File: config.mk
export PLATFORM = sky130hd
export DESIGN_NAME = sync_fifo_vr_flat
export DESIGN_NICKNAME = d
export VERILOG_FILES = /design/src/rtl/sync_fifo_vr_pkg.sv /design/src/rtl/sync_fifo_vr_if.sv /design/src/rtl/sync_fifo_out_stage.sv /design/src/rtl/sync_fifo_vr.sv /design/src/flat_wrapper.sv
export SDC_FILE = /design/constraint.sdc
export NUM_CORES = 1
export LEC_CHECK = 0
export ABC_AREA = 1
export ABC_CLOCK_PERIOD_IN_PS = 1850
export CAP_MARGIN = 10
export CORE_UTILIZATION = 55
export DETAILED_ROUTE_END_ITERATION = 8
export PLACE_DENSITY = 0.76
export SLEW_MARGIN = 10
export SYNTH_ARGS = -nofsm -noshare
export SYNTH_HDL_FRONTEND = slang
export SYNTH_SLANG_ARGS = --single-unit
File: constraint.sdc
create_clock -name clk -period 1.85 [get_ports clk]
set_input_delay 0.37 -clock clk [delete_from_list [all_inputs] [get_ports clk]]
set_output_delay 0.37 -clock clk [all_outputs]
set_load 0.01 [all_outputs]
File: src/rtl/sync_fifo_vr_pkg.sv
// Shared definitions for the sync_fifo_vr streaming FIFO: default sizing,
// a status bundle for monitors/scoreboards and the pointer wrap helper.
package sync_fifo_pkg;

    localparam int DEFAULT_DEPTH   = 32;
    localparam int DEFAULT_OUT_REG = 0;

    typedef struct packed {
        logic empty;
        logic full;
        logic almost_empty;
        logic almost_full;
    } fifo_status_t;

    // Advance a pointer and wrap it explicitly at the last slot, so depths
    // that are not a power of two never index past the array.
    function automatic int wrapInc(input int ptr, input int depth);
        return (ptr >= depth - 1) ? 0 : ptr + 1;
    endfunction

endpackage

File: src/rtl/sync_fifo_vr_if.sv
// Valid/ready handshake bundle for sync_fifo_vr: write side (s_*) and
// read side (m_*). The FIFO uses the slave view; the surrounding logic
// (producer and consumer together) uses the master view.
interface sync_fifo_vr_if #(
    parameter type DTYPE = logic [7:0]
);
    logic s_valid;
    logic s_ready;
    DTYPE s_data;
    logic m_valid;
    logic m_ready;
    DTYPE m_data;

    modport slave (
        input  s_valid,
        input  s_data,
        input  m_ready,
        output s_ready,
        output m_valid,
        output m_data
    );

    modport master (
        output s_valid,
        output s_data,
        output m_ready,
        input  s_ready,
        input  m_valid,
        input  m_data
    );
endinterface

File: src/rtl/sync_fifo_out_stage.sv
// Registered output stage for sync_fifo_vr. Holds the head word in a flop
// so m_data/m_valid come straight from registers. It refills whenever it is
// empty or being popped and the memory behind it has a word available.
module sync_fifo_out_stage #(
    parameter type DTYPE = logic [7:0]
) (
    input  logic clk,
    input  logic rst_n,
    input  logic flush,
    input  logic i_memAvail,
    input  DTYPE i_memData,
    input  logic i_ready,
    output logic o_load,
    output logic o_valid,
    output DTYPE o_data
);

    logic r_valid;
    DTYPE r_data;

    // A load consumes the memory head; the parent advances its read pointer on it.
    assign o_load  = (!r_valid || i_ready) && i_memAvail && !flush;
    assign o_valid = r_valid;
    assign o_data  = r_data;

    // Valid flag: set on a load, cleared when popped with nothing behind it or on flush.
    always_ff @(posedge clk or negedge rst_n) begin
        if (!rst_n) begin
            r_valid <= 1'b0;
        end else if (flush) begin
            r_valid <= 1'b0;
        end else if (o_load) begin
            r_valid <= 1'b1;
        end else if (i_ready) begin
            r_valid <= 1'b0;
        end
    end

    // Payload register; its contents are meaningless while r_valid is low.
    always_ff @(posedge clk) begin
        if (o_load) begin
            r_data <= i_memData;
        end
    end

endmodule

File: src/rtl/sync_fifo_vr.sv
// sync_fifo_vr: single-clock valid/ready FIFO with arbitrary depth,
// programmable almost-full/almost-empty flags, synchronous flush and an
// optional registered output stage (OUT_REG = 1).
// Optional feature macro: SYNC_FIFO_WMARK_EN adds wmark_clr / max_count,
// a peak-occupancy watermark.
module sync_fifo_vr
    import sync_fifo_pkg::*;
#(
    parameter type DTYPE      = logic [7:0],
    parameter int  FIFO_DEPTH = DEFAULT_DEPTH,
    parameter int  ADDR_WIDTH = $clog2(FIFO_DEPTH),
    parameter int  OUT_REG    = DEFAULT_OUT_REG
) (
    input  logic                  clk,
    input  logic                  rst_n,
    input  logic                  flush,
    sync_fifo_vr_if.slave         bus,
    input  logic [ADDR_WIDTH:0]   af_thresh,
    input  logic [ADDR_WIDTH:0]   ae_thresh,
    output logic [ADDR_WIDTH:0]   count,
    output logic                  almost_full,
    output logic                  almost_empty
`ifdef SYNC_FIFO_WMARK_EN
    ,
    input  logic                  wmark_clr,
    output logic [ADDR_WIDTH:0]   max_count
`endif
);

    localparam int                CW        = ADDR_WIDTH + 1;
    localparam logic [ADDR_WIDTH:0] DEPTH_CNT = CW'(FIFO_DEPTH);

    DTYPE                  r_mem [FIFO_DEPTH];
    logic [ADDR_WIDTH-1:0] r_wrPtr;
    logic [ADDR_WIDTH-1:0] r_rdPtr;
    logic [ADDR_WIDTH:0]   r_count;

    fifo_status_t w_status;
    logic         w_push;
    logic         w_pop;
    logic         w_memRead;
    logic         w_mValid;
    DTYPE         w_mData;
    DTYPE         w_memData;

    // Status decoded from the registered count; thresholds act immediately.
    always_comb begin
        w_status              = '0;
        w_status.empty        = (r_count == '0);
        w_status.full         = (r_count == DEPTH_CNT);
        w_status.almost_empty = (r_count <= ae_thresh);
        w_status.almost_full  = (r_count >= af_thresh);
    end

    // s_ready depends only on state, never on m_ready, so a full FIFO
    // refuses a write even when a pop happens in the same cycle.
    assign bus.s_ready  = !w_status.full;
    assign w_push       = bus.s_valid && !w_status.full;
    assign w_pop        = w_mValid && bus.m_ready;
    assign bus.m_valid  = w_mValid;
    assign bus.m_data   = w_mData;
    assign w_memData    = r_mem[r_rdPtr];

    assign count        = r_count;
    assign almost_full  = w_status.almost_full;
    assign almost_empty = w_status.almost_empty;

    generate
        if (OUT_REG != 0) begin : g_outReg
            logic w_oValid;
            logic w_load;
            logic w_memAvail;

            // count includes the output register, so memory holds count - ovalid words.
            assign w_memAvail = (r_count > CW'(w_oValid));

            sync_fifo_out_stage #(
                .DTYPE (DTYPE)
            ) u_outStage (
                .clk        (clk),
                .rst_n      (rst_n),
                .flush      (flush),
                .i_memAvail (w_memAvail),
                .i_memData  (w_memData),
                .i_ready    (bus.m_ready),
                .o_load     (w_load),
                .o_valid    (w_oValid),
                .o_data     (w_mData)
            );

            assign w_memRead = w_load;
            assign w_mValid  = w_oValid;
        end else begin : g_combOut
            assign w_memRead = w_pop;
            assign w_mValid  = !w_status.empty;
            assign w_mData   = w_memData;
        end
    endgenerate

    // Storage write; a push in a flush cycle is discarded.
    always_ff @(posedge clk) begin
        if (w_push && !flush) begin
            r_mem[r_wrPtr] <= bus.s_data;
        end
    end

    // Pointers and occupancy; flush takes priority over any push/pop.
    always_ff @(posedge clk or negedge rst_n) begin
        if (!rst_n) begin
            r_wrPtr <= '0;
            r_rdPtr <= '0;
            r_count <= '0;
        end else if (flush) begin
            r_wrPtr <= '0;
            r_rdPtr <= '0;
            r_count <= '0;
        end else begin
            if (w_push) begin
                r_wrPtr <= ADDR_WIDTH'(wrapInc(int'(r_wrPtr), FIFO_DEPTH));
            end
            if (w_memRead) begin
                r_rdPtr <= ADDR_WIDTH'(wrapInc(int'(r_rdPtr), FIFO_DEPTH));
            end
            if (w_push && !w_pop) begin
                r_count <= r_count + CW'(1);
            end else if (w_pop && !w_push && !w_status.empty) begin
                r_count <= r_count - CW'(1);
            end
        end
    end

`ifdef SYNC_FIFO_WMARK_EN
    logic [ADDR_WIDTH:0] r_maxCount;

    // Peak occupancy, trailing count by one cycle; clear/flush restart it at the current count.
    always_ff @(posedge clk or negedge rst_n) begin
        if (!rst_n) begin
            r_maxCount <= '0;
        end else if (flush || wmark_clr) begin
            r_maxCount <= r_count;
        end else if (r_count > r_maxCount) begin
            r_maxCount <= r_count;
        end
    end

    assign max_count = r_maxCount;
`endif

endmodule

File: src/flat_wrapper.sv
// flat-port wrapper written by rule: the top's interface ports become plain ports
module sync_fifo_vr_flat import sync_fifo_pkg::*;
#(
    parameter type DTYPE      = logic [7:0],
    parameter int  FIFO_DEPTH = DEFAULT_DEPTH,
    parameter int  ADDR_WIDTH = $clog2(FIFO_DEPTH),
    parameter int  OUT_REG    = DEFAULT_OUT_REG
)
  (clk, rst_n, flush, af_thresh, ae_thresh, count, almost_full, almost_empty, bus_s_valid, bus_s_data, bus_m_ready, bus_s_ready, bus_m_valid, bus_m_data);
  sync_fifo_vr_if #(.DTYPE(DTYPE)) bus_i ();
  input  logic clk;
  input  logic rst_n;
  input  logic flush;
  input  logic [ADDR_WIDTH:0] af_thresh;
  input  logic [ADDR_WIDTH:0] ae_thresh;
  output logic [ADDR_WIDTH:0] count;
  output logic almost_full;
  output logic almost_empty;
  input wire logic [$bits(bus_i.s_valid)-1:0] bus_s_valid;
  input wire logic [$bits(bus_i.s_data)-1:0] bus_s_data;
  input wire logic [$bits(bus_i.m_ready)-1:0] bus_m_ready;
  output wire logic [$bits(bus_i.s_ready)-1:0] bus_s_ready;
  output wire logic [$bits(bus_i.m_valid)-1:0] bus_m_valid;
  output wire logic [$bits(bus_i.m_data)-1:0] bus_m_data;
  assign bus_i.s_valid = bus_s_valid;
  assign bus_i.s_data = bus_s_data;
  assign bus_i.m_ready = bus_m_ready;
  assign bus_s_ready = bus_i.s_ready;
  assign bus_m_valid = bus_i.m_valid;
  assign bus_m_data = bus_i.m_data;
  sync_fifo_vr #(.DTYPE(DTYPE), .FIFO_DEPTH(FIFO_DEPTH), .ADDR_WIDTH(ADDR_WIDTH), .OUT_REG(OUT_REG)) u_core (.clk(clk), .rst_n(rst_n), .flush(flush), .bus(bus_i), .af_thresh(af_thresh), .ae_thresh(ae_thresh), .count(count), .almost_full(almost_full), .almost_empty(almost_empty));
endmodule
==> implementation parameters, run 1 <==
Parameter                              Value

Floorplan
  Height of the die    148 um
  Core area    21,000 um2
  Die X-Extent    148 um
  Total Die Area    22,000 um2
  Number of standard-cell rows in the floorplan    53
  I/O pins    43
  Starting utilization of the core area    56.0%

Clock tree
  Inserted Clock Buffers    27
  Clk Latency, worst-skew pair    0.56 ns
  H-tree depth    1
  Root buf cell    sky130_fd_sc_hd__clkbuf_16
  CTS clock-pin slew for the worst setup and hold paths    0.06 ns
  Num Clock Sinks    272
  TritonCTS clock tree    yes
  Number of hold-repair buffers added at the cts stage    0
  CTS Buffer Depth    3

Synth
  Post-synthesis cell type count    34
  Synthesized flop and latch total    272
  Netlist area before placement    11,800 um2
  Fraction of registers with async set/reset    5.88%
  Average size of a mapped cell    11.3 um2
  Top-area cell type share of the netlist area    65.3%
  Post-synthesis cell count    1,041
  Count of warnings emitted by yosys    0
  Library cell occupying the most area in the post-synthesis netlist    sky130_fd_sc_hd__edfxtp_1
  Net count after synthesis    1,090
  Most used DFF post-synth    sky130_fd_sc_hd__edfxtp_1
  Count of flip-flops with a built-in enable after synthesis    256
  Proportion of synthesized chip area in sequential cells    68.6%
  Largest cells by area after synthesis    sky130_fd_sc_hd__edfxtp_1, sky130_fd_sc_hd__nor2_1, sky130_fd_sc_hd__o21ai_0

Setup path
  Start point of the critical path    u_core.r_rdPtr[0]$_DFFE_PN0P_
  Crit Path Max Fanout    7
  Capturing element type of the critical path    primary output
  Arrival time of the worst setup path    2.50 ns
  Depth of the most critical reg-to-reg path    14
  Worst flop-to-flop path endpoint    u_core.count[5]$_DFFE_PN0P_
  Register-to-register setup slack    -0.42 ns
  Crit start category    register
  Data required time at the worst endpoint    1.48 ns
  Crit path capture    bus_m_data[4]
  Crit Reg-Reg Startpoint    u_core.count[3]$_DFFE_PN0P_
  Critical path class    reg -> out

GRT
  M3 GR Usage    4.91%
  Number of global-route vias before repair    9,160
  Antenna violations before repair    1
  GRT overflow    0
  Met1 Usage GRT    40.2%
  GR met2 Demand/Resource    51.0%
  Busiest grt layer    met2
  Tot GR Track Use    30.6%
  Maximum number of pins on one net before global-route repair    34
  Wire length of the first global-routing pass    50,500 um

Flow run
  Number of maximum-capacitance violations    0

Place
  Total of buffers placed on input and output ports    42
  Half-perimeter wire length after placement    17,700 um
  Gp weighted congestion    0.848
  Number of placed instances with taps included    1,418

Drt
  DRC violation count after routing    0
  Average detailed-routed wire length per instance    23.8 um
  TritonRoute pass-1 iters    5
  Vias per inst    6.23
  Total wire length after detailed routing    36,100 um
  Detail Route Antenna Nets    0
  Vias after detailed routing    9,444
  Initial drt markers    1,222

Final layout
  Layout Nets    1,272
  Ratio of cells with drive above 1 in the final layout    33.5%
  # fillers    1,062
  Area Growth Syn to Fin    37.9%
  Cell Count, Final, Fillers Out    1,516
  Ant. Diodes    0

STA
  Actual slew at the worst max-slew pin    0.623 ns
  Unrepaired setup endpoints after global routing    true
  Fmax    348 MHz
  Clock Skew    0.0223 ns
  Hold WS    0.161 ns
  Final worst-path cycle share    155%
  Worst relative slew slack    58.4%
  Hold Vio Cnt, Final    0
  Final setup violation count    279
  Crit path time final    2.87 ns
  Max-slew violation count    0
  Final Worst Setup Slack    -1.02 ns

Power
  Maximum resistive drop on vdd    1.00 mV
  Leakage    5.91 nW
  Power density normalized to cell area    1230 nW/um2

Min path
  Type of the most critical hold path    in -> async

Run status
  Outcome    complete, but fails checks
  Violations in the final reports    setup timing
Yosys cell counts, types with 2 or more instances:
library cell and count:
sky130_fd_sc_hd__nor2_1 197, sky130_fd_sc_hd__o21ai_1 50, sky130_fd_sc_hd__nand3_1 66, sky130_fd_sc_hd__edfxtp_1 256
sky130_fd_sc_hd__nor2_2 3, sky130_fd_sc_hd__xor2_1 2, sky130_fd_sc_hd__nand2_2 5, sky130_fd_sc_hd__nand4_1 3
sky130_fd_sc_hd__nor3_1 35, sky130_fd_sc_hd__buf_1 4, sky130_fd_sc_hd__buf_4 6, sky130_fd_sc_hd__nand2_1 111
sky130_fd_sc_hd__a21oi_1 26, sky130_fd_sc_hd__o211ai_1 2, sky130_fd_sc_hd__buf_6 8, sky130_fd_sc_hd__inv_1 49
sky130_fd_sc_hd__inv_2 5, sky130_fd_sc_hd__dfrtp_1 16, sky130_fd_sc_hd__o22ai_1 9, sky130_fd_sc_hd__or2_2 2
sky130_fd_sc_hd__buf_2 20, sky130_fd_sc_hd__clkbuf_1 15, sky130_fd_sc_hd__ha_1 23, sky130_fd_sc_hd__o21a_1 2
sky130_fd_sc_hd__o21ai_0 117
metrics by stage:
stage / utilization [%] / cell area [um2] / power, mW / TNS, ns / worst slack [ns]
2_1_floorplan: - / 11900 / 9.86 / -21.44 / -0.0861
4_1_cts: 73.9 / 15500 / 18.6 / -53.03 / -0.826
3_3_place_gp: 63.9 / 13400 / 11.6 / -99.28 / -0.677
6_report: 77.3 / 16200 / 19.9 / -62.72 / -1.02
3_5_place_dp: 63.9 / 13400 / 11.8 / -104.26 / -0.723
5_1_grt: 77.3 / 16200 / 20.5 / -74.16 / -1.09
power breakdown:
group / switching [mW] / internal, mW / total (mW)
Combinational: 4.07 / 3.35 / 7.42
Sequential: 0.107 / 6.85 / 6.96
Clock: 2.31 / 3.25 / 5.56
Total: 6.49 / 13.5 / 19.9
registers in the layout, indices dropped and copies added, names as in the netlist:
name,flops
u_core.r_wrPtr,5
u_core.r_mem,256
u_core.count,6
u_core.r_rdPtr,5
timing repair:
item,4_1_cts,5_1_grt
hold endpoints to repair,0,0
pin swaps,73,73
setup endpoints to repair,284,289
cloned,11,1
gates resized for setup,269,160
buffers inserted,30,18
kinds of logic (layout without fill, tap and decap cells):
| kind of cell | Yosys count | in the layout | share of synthesized area, % |
|---|---|---|---|
| and+or+nand+nor | 425 | 427 | 15.0 |
| buffers and inverters | 109 | 307 | 4.41 |
| AOI/OAI and AO/OA | 208 | 208 | 9.07 |
| adders and majority gates | 24 | 24 | 2.61 |
| xor gates and xnor gates | 3 | 3 | 0.223 |
| DFF | 272 | 272 | 68.6 |
cell usage in the layout (no fill, tap or decap), types with 11 or more instances in the layout:
cell type                         Yosys  layout
sky130_fd_sc_hd__edfxtp_1           256     256
sky130_fd_sc_hd__nor2_1             197     138
sky130_fd_sc_hd__nand2_1            111      94
sky130_fd_sc_hd__o21ai_0            117      76
sky130_fd_sc_hd__o21ai_1             50      76
sky130_fd_sc_hd__buf_4                6      66
sky130_fd_sc_hd__buf_6                8      63
sky130_fd_sc_hd__nor2_4               0      46
sky130_fd_sc_hd__inv_1               49      42
sky130_fd_sc_hd__nand3_2              1      42
sky130_fd_sc_hd__clkbuf_16            0      28
sky130_fd_sc_hd__buf_12               0      27
sky130_fd_sc_hd__clkdlybuf4s50_1      0      24
sky130_fd_sc_hd__nor3_1              35      23
sky130_fd_sc_hd__nand3_1             66      23
sky130_fd_sc_hd__a21oi_1             26      19
sky130_fd_sc_hd__nor2_2               3      16
sky130_fd_sc_hd__o21ai_2              0      15
sky130_fd_sc_hd__ha_4                 0      13
sky130_fd_sc_hd__nand2_2              5      11
worst min path at each step:
stage	from	endpoint	slack, ns	cells after the start
2_1_floorplan	rst_n	u_core.count[0]$_DFFE_PN0P_	0.07	0
3_3_place_gp	u_core.count[2]$_DFFE_PN0P_	u_core.count[2]$_DFFE_PN0P_	0.62	2
3_5_place_dp	u_core.count[4]$_DFFE_PN0P_	u_core.count[4]$_DFFE_PN0P_	0.64	2
4_1_cts	rst_n	u_core.r_wrPtr[1]$_DFFE_PN0P_	0.15	2
5_1_grt	rst_n	u_core.r_wrPtr[1]$_DFFE_PN0P_	0.19	2
6_report	rst_n	u_core.r_wrPtr[1]$_DFFE_PN0P_	0.16	2
final cells by class:
class / instances / area [um2] / share of cell area (%)
flip-flops and latches: 272 / 8100 / 49.9
multi-input cells: 662 / 4320 / 26.6
repair buffers: 204 / 2360 / 14.5
clock buffers: 35 / 706 / 4.34
well taps: 275 / 344 / 2.12
inverters: 56 / 240 / 1.48
clock inverters: 12 / 174 / 1.07
layer usage:
layer | vias up | part of all wire, %
met5 | - | 0
met4 | 0 | 4.6
met1 | 4559 | 36
met2 | 697 | 49
li1 | 4042 | -
met3 | 146 | 10
worst max-delay path, cell delays in order, from the launching register on:
cell and delay (ns):
sky130_fd_sc_hd__dfrtp_4 0.45, sky130_fd_sc_hd__buf_6 0.14, sky130_fd_sc_hd__inv_12 0.06, sky130_fd_sc_hd__buf_8 0.13
sky130_fd_sc_hd__buf_16 0.14, sky130_fd_sc_hd__buf_12 0.14, sky130_fd_sc_hd__o21ai_1 0.23, sky130_fd_sc_hd__o21ai_1 0.15
sky130_fd_sc_hd__nand2_1 0.11, sky130_fd_sc_hd__nand3_1 0.09, sky130_fd_sc_hd__nand3_1 0.13, sky130_fd_sc_hd__nand2_2 0.08
sky130_fd_sc_hd__buf_6 0.12
Power figures use the tool's default switching activity.
==> run 2: changes to the inputs <==
Settings changed: CORE_MARGIN from default to 1.
==> results of run 2 <==
Same layout as run 1: the final DEF is identical, and so are final timing and power.
